`src/rtl/lfsr_rng_sched.sv`:
```
// Arbiter/sequencer sharing one XNOR LFSR among NUM_REQ requesters; steps it OUT_BITS times per word.
// Define LFSR_RNG_SCHED_FIXED_PRIO_EN for lowest-index-wins arbitration instead of round-robin.
module lfsr_rng_sched #(
    parameter int unsigned         NUM_REQ      = 4,
    parameter int unsigned         NUM_BITS     = 8,
    parameter int unsigned         OUT_BITS     = 8,
    parameter logic [NUM_BITS-1:0] SEED_DEFAULT = '0
) (
    input  logic                i_clk,
    input  logic                i_reset,
    input  logic [NUM_REQ-1:0]  i_req,
    output logic [NUM_REQ-1:0]  o_gnt,
    output logic                o_valid,
    output logic [OUT_BITS-1:0] o_data,
    input  logic                i_seed_load,
    input  logic [NUM_BITS-1:0] i_seed_in,
    output logic                o_busy,
    output logic                o_lfsr_e,
    output logic                o_lfsr_reset,
    output logic [NUM_BITS-1:0] o_lfsr_seed,
    input  logic [NUM_BITS-1:0] i_lfsr_q
);
    localparam int unsigned     IdxW    = (NUM_REQ > 1) ? $clog2(NUM_REQ) : 1;
    localparam int unsigned     CntW    = $clog2(OUT_BITS + 1);
    localparam logic [CntW-1:0] CntLoad = CntW'(OUT_BITS);

    typedef enum logic [1:0] {StLoad, StIdle, StRun, StDeliver} state_t;

    state_t              r_state, w_state_next;
    logic [NUM_BITS-1:0] r_seed, w_seed_next, w_seed_clean;
    logic                r_pending, w_pending_next;
    logic [CntW-1:0]     r_cnt, w_cnt_next;
    logic [IdxW-1:0]     r_winner, w_winner_next, w_pick;

    // All-ones is the XNOR lockup state, so it never reaches the LFSR.
    assign w_seed_clean = (i_seed_in == '1) ? SEED_DEFAULT : i_seed_in;

`ifdef LFSR_RNG_SCHED_FIXED_PRIO_EN
    always_comb begin
        w_pick = '0;
        for (int i = NUM_REQ - 1; i >= 0; i--) begin
            if (i_req[i]) w_pick = IdxW'(i);
        end
    end
`else
    localparam logic [IdxW:0] NumReqW = (IdxW + 1)'(NUM_REQ);

    logic [IdxW-1:0]    r_rr, w_rr_next, w_off;
    logic [NUM_REQ-1:0] w_req_rot;
    logic [IdxW:0]      w_sum, w_inc;

    // Rotate so the pointer lands at bit 0, take the lowest set bit, then un-rotate.
    always_comb begin
        w_req_rot = NUM_REQ'({i_req, i_req} >> r_rr);
        w_off     = '0;
        for (int i = NUM_REQ - 1; i >= 0; i--) begin
            if (w_req_rot[i]) w_off = IdxW'(i);
        end
        w_sum     = {1'b0, r_rr} + {1'b0, w_off};
        w_pick    = (w_sum >= NumReqW) ? IdxW'(w_sum - NumReqW) : IdxW'(w_sum);
        w_inc     = {1'b0, r_winner} + 1'b1;
        w_rr_next = (w_inc >= NumReqW) ? '0 : IdxW'(w_inc);
    end

    always_ff @(posedge i_clk) begin
        if (i_reset) begin
            r_rr <= '0;
        end else if (r_state == StDeliver) begin
            r_rr <= w_rr_next;
        end
    end
`endif

    always_comb begin
        w_state_next   = r_state;
        w_seed_next    = r_seed;
        w_pending_next = r_pending;
        w_cnt_next     = r_cnt;
        w_winner_next  = r_winner;
        o_gnt          = '0;
        o_valid        = 1'b0;
        o_data         = '0;
        o_busy         = 1'b1;
        o_lfsr_e       = 1'b0;
        o_lfsr_reset   = 1'b0;
        o_lfsr_seed    = r_seed;

        unique case (r_state)
            StLoad: begin
                o_lfsr_reset   = 1'b1;
                w_pending_next = 1'b0;
                w_state_next   = StIdle;
            end
            StIdle: begin
                o_busy = 1'b0;
                if (i_seed_load || r_pending) begin
                    w_state_next = StLoad;
                end else if (|i_req) begin
                    w_winner_next = w_pick;
                    w_cnt_next    = CntLoad;
                    w_state_next  = StRun;
                end
            end
            StRun: begin
                o_lfsr_e   = 1'b1;
                w_cnt_next = r_cnt - 1'b1;
                if (r_cnt <= CntW'(1)) w_state_next = StDeliver;
            end
            StDeliver: begin
                o_valid      = 1'b1;
                o_gnt        = NUM_REQ'(1) << r_winner;
                o_data       = i_lfsr_q[OUT_BITS-1:0];
                w_state_next = StIdle;
            end
            default: w_state_next = StLoad;
        endcase

        // Outside IDLE the new seed waits until the current word is finished.
        if (i_seed_load) begin
            w_seed_next = w_seed_clean;
            if (r_state != StIdle) w_pending_next = 1'b1;
        end

        // Reset also drives the LFSR directly so an aborted word never leaks out.
        if (i_reset) begin
            o_gnt        = '0;
            o_valid      = 1'b0;
            o_data       = '0;
            o_busy       = 1'b1;
            o_lfsr_e     = 1'b0;
            o_lfsr_reset = 1'b1;
            o_lfsr_seed  = SEED_DEFAULT;
        end
    end

    always_ff @(posedge i_clk) begin
        if (i_reset) begin
            r_state   <= StLoad;
            r_seed    <= SEED_DEFAULT;
            r_pending <= 1'b0;
            r_cnt     <= '0;
            r_winner  <= '0;
        end else begin
            r_state   <= w_state_next;
            r_seed    <= w_seed_next;
            r_pending <= w_pending_next;
            r_cnt     <= w_cnt_next;
            r_winner  <= w_winner_next;
        end
    end

endmodule

```
`config.mk`:
```
export PLATFORM = sky130hd
export DESIGN_NAME = lfsr_rng_sched
export DESIGN_NICKNAME = d
export VERILOG_FILES = /design/src/rtl/lfsr_rng_sched.sv
export SDC_FILE = /design/constraint.sdc
export NUM_CORES = 1
export LEC_CHECK = 0
export ABC_AREA = 1
export BUFFER_PORTS_ARGS = -buffer_cell sky130_fd_sc_hd__buf_4
export CAP_MARGIN = 15
export CORE_MARGIN = 4
export CORE_UTILIZATION = 44
export DETAILED_ROUTE_END_ITERATION = 8
export PLACE_DENSITY_LB_ADDON = 0.12
export SYNTH_ARGS = -nofsm -noshare
export SYNTH_HDL_FRONTEND = slang
export SYNTH_SLANG_ARGS = --single-unit
```
`constraint.sdc`:
```
create_clock -name i_clk -period 1.5 [get_ports i_clk]
set_clock_uncertainty 0.15 [all_clocks]
set_input_delay 0.15 -clock i_clk [delete_from_list [all_inputs] [get_ports i_clk]]
set_output_delay 0.15 -clock i_clk [all_outputs]
set_load 0.03 [all_outputs]
```
==> results.md <==
* Status: finished with violations
* Violated checks: setup timing
* Max Transition Viols Final at 0
* Yosys warnings at 0
* IR drop worst, VDD at roughly 0.63 mV
* Max Buffers Root-to-Sink at 2
* CTS Buf Count at 3
* Multi-input gate area at ~0.0011 sq mm
* Critical setup path kind: flip-flop to flip-flop
* Final setup TNS at -2.36 ns
* Avg Vias per Cell at 5.77
* Post-Syn Nets at 224
* Core Area at 0.00276 sq mm
* H-tree levels at 1
* RSZ-0062 raised after global routing: true
* Crit. End Element: flip-flop
* Initial Util at 45.9%
* Reg2Reg Launch Point: r_rr[0]
* Max Clk Rate at between 0.5 and 0.6 GHz
* Slew HR at approximately 72%
* Hold Path Origin: i_reset
* Full die area at 0.00380 sq mm
* Final Worst Setup Slack at -0.272 ns
* Antenna violations before repair at 0
* Fin. Hold Viols at 0
* Reg2reg setup slack at -0.27 ns
* Pin count of the biggest net entering global routing at 22
* Slew @ Worst Pin at 0.417 ns
* Yosys cell types at 28
* Sequential fraction of the synthesis area at 30.0%
* Clk sinks at 19
* Post-DP HPWL at ~2600 um
* Grt total ovfl at 0
* Register area at 395 sq um
* Most area-hungry cell type in the Yosys netlist: dfxtp_1
* DR iter-0 viols at 158
* Final nets at 298
* Hold Path Depth at 2
* I/O pin cnt at 47
* Avg Inst Size Synth at 6.66 sq um
* Clk slew on worst S/H paths at 0.12 ns
* CP max FO at 6
* Area grow syn2layout at 90.3%
* Minimum clock period at roughly 1.8 ns
* Worst Hold End: r_cnt[1]
* Drt pass-1 iters at 5
* Vias at 1696
* Fill count at roughly 130
* IO buf count at 46
* Top post-synthesis cells by area: dfxtp_1 (30%), nand2_1 (12%), ha_1 (11%)
* Top cell type's share of synthesized area at between 30% and 40%
* Flops & latches, synth at 19
* CTS tree: yes
* HP Class: input port to flip-flop
* DRC Markers at 0
* Total length of routed wires at 5590 um
* Setup crit start kind: flip-flop
* Reg2reg path depth at 11
* Critical path required time at 1.56 ns
* Vias in the first global route at about 1500
* Chip Width at 61.6 um
* Mapped Cells at 190
* Root buf cell: clkbuf_4
* Worst-Skew Late Latency at just over 0.3 ns
* Reg2reg end: r_winner[1]
* ANT cells at 0
* Share of cells above drive strength 1 at 54.0%
* Place WS at -0.263 ns
* Antenna Nets Post-Route at 0
* Max-Cap Viols at 0
* First-pass GRT wire length at 6870 um
* P_leak at 1.09 nW
* Fin crit share at 118%
* Mapped Area at 0.00127 sq mm
* Pwr per Cell Area at 652 mW/mm^2
* Critical Path AT at 1.83 ns
* DIE HEIGHT at 61.6 um
* Placer Congestion at between 0.7 and 0.8
* Rows at 19
* DR WL/cell at 19.0 um
* Total track usage at 24.3%
* # setup viols final at 22
## metrics by stage
step                hold slack (ns)  cell area (sq um)  utilization [%]  power (mW)  instances
CTS                        0.000834               2180             79.0        1.41        291
global route                 0.0590               2410             87.4        1.66        294
detailed placement            0.246               1720             62.2        1.01        268
global placement              0.246               1720             62.2       0.995        268
floorplan                     0.141               1300                -       0.863        190
finish                       0.0358               2410             87.4        1.57        294
## sequential cells by signal (all words and copies together) (netlist names)
register,flops
r_pending,1
r_state,2
r_cnt,4
r_winner,2
r_seed,8
r_rr,2
## Yosys cell counts
cell      instances
a211oi_1          1
a21boi_0          1
a21oi_1           8
a21oi_2           1
buf_1             3
buf_2             1
buf_6             1
clkbuf_1          1
dfxtp_1          19
ha_1             11
inv_1            22
inv_2             3
nand2_1          39
nand2_2           2
nand3_1          21
nand4_1           1
nor2_1           29
nor2_4            1
nor3_1            2
o21a_1            1
o21ai_0           6
o21ai_1           1
o21ai_2           2
o22ai_1           1
o31ai_1           8
or2_2             1
xnor2_1           2
xor2_1            1
## worst max-delay path, cell delays in order (launching register included)
cell and delay (ns):
dfxtp_4 0.39, nand2_1 0.12, nand3_2 0.10, nand2_2 0.10, nand3_2 0.07, a21boi_2 0.13, ha_2 0.22, xnor2_2 0.08
nand3_1 0.08, nand2_1 0.05, nor2_1 0.12, nor2_1 0.05
## cell usage in the layout (no fill, tap or decap), drive strengths merged, types with 8 or more instances in the layout
cell,Yosys,layout
ha,11,11
o31ai,8,8
dlygate4sd3,0,11
dfxtp,19,19
o21ai,9,9
nand2,41,41
nor2,30,30
buf,5,64
a21oi,9,9
inv,25,25
nand3,21,21
## worst max path at each step
| stage | start | cells after the start | end |
|---|---|---|---|
| final | r_rr[0] | 11 | r_winner[1] |
| after global routing | r_rr[0] | 11 | r_winner[1] |
| after CTS | r_rr[0] | 12 | r_winner[1] |
| after detailed placement | r_rr[0] | 12 | r_winner[1] |
| after global placement | r_rr[0] | 12 | r_winner[1] |
| after floorplan | r_rr[0] | 12 | r_winner[1] |
## area by class of cell
type                            instances  area share [%]
Tap cell                               31            1.61
Timing Repair Buffer                   75            28.8
Multi-Input combinational cell        140            46.9
Sequential cell                        19            16.4
Clock buffer                            3           0.935
Inverter                               25            5.14
Clock inverter                          1           0.208
## kinds of logic (layout without fill, tap and decap cells)
family          Yosys count  after routing  share of synthesized area, %
simple gates             96             96                          32.1
buf+inv                  31            104                          9.88
compound gates           30             30                          15.0
flops                    19             19                          30.0
fa+ha+maj                11             11                          10.9
xor+xnor                  3              3                          2.08
## metal layers
| metal | wire length (um) | global-route usage [%] | up-vias | share of wire, % |
|---|---|---|---|---|
| li1 | - | - | 765 | - |
| met1 | 1920 | 25.2 | 822 | 34 |
| met2 | 3060 | 47.5 | 89 | 55 |
| met3 | 392 | 4.61 | 20 | 7.0 |
| met4 | 214 | 9.09 | 0 | 3.8 |
| met5 | 0 | 0 | - | 0 |
## where the power goes
group	internal [mW]	switching, mW	total, mW
Clock	0.0996	0.176	0.275
Sequential	0.548	0.0413	0.589
Combinational	0.314	0.393	0.707
## repair_timing
| action | 4_1_cts | 5_1_grt |
|---|---|---|
| endpoints found under the hold margin | 11 | 0 |
| pin swaps | 18 | 28 |
| gates resized for setup | 70 | 62 |
| gates cloned | 1 | 0 |
| setup buffers | 8 | 6 |
| setup endpoints to repair | 18 | 27 |
| hold buffers | 11 | 0 |
No activity file was read; power rests on OpenSTA's default activity.
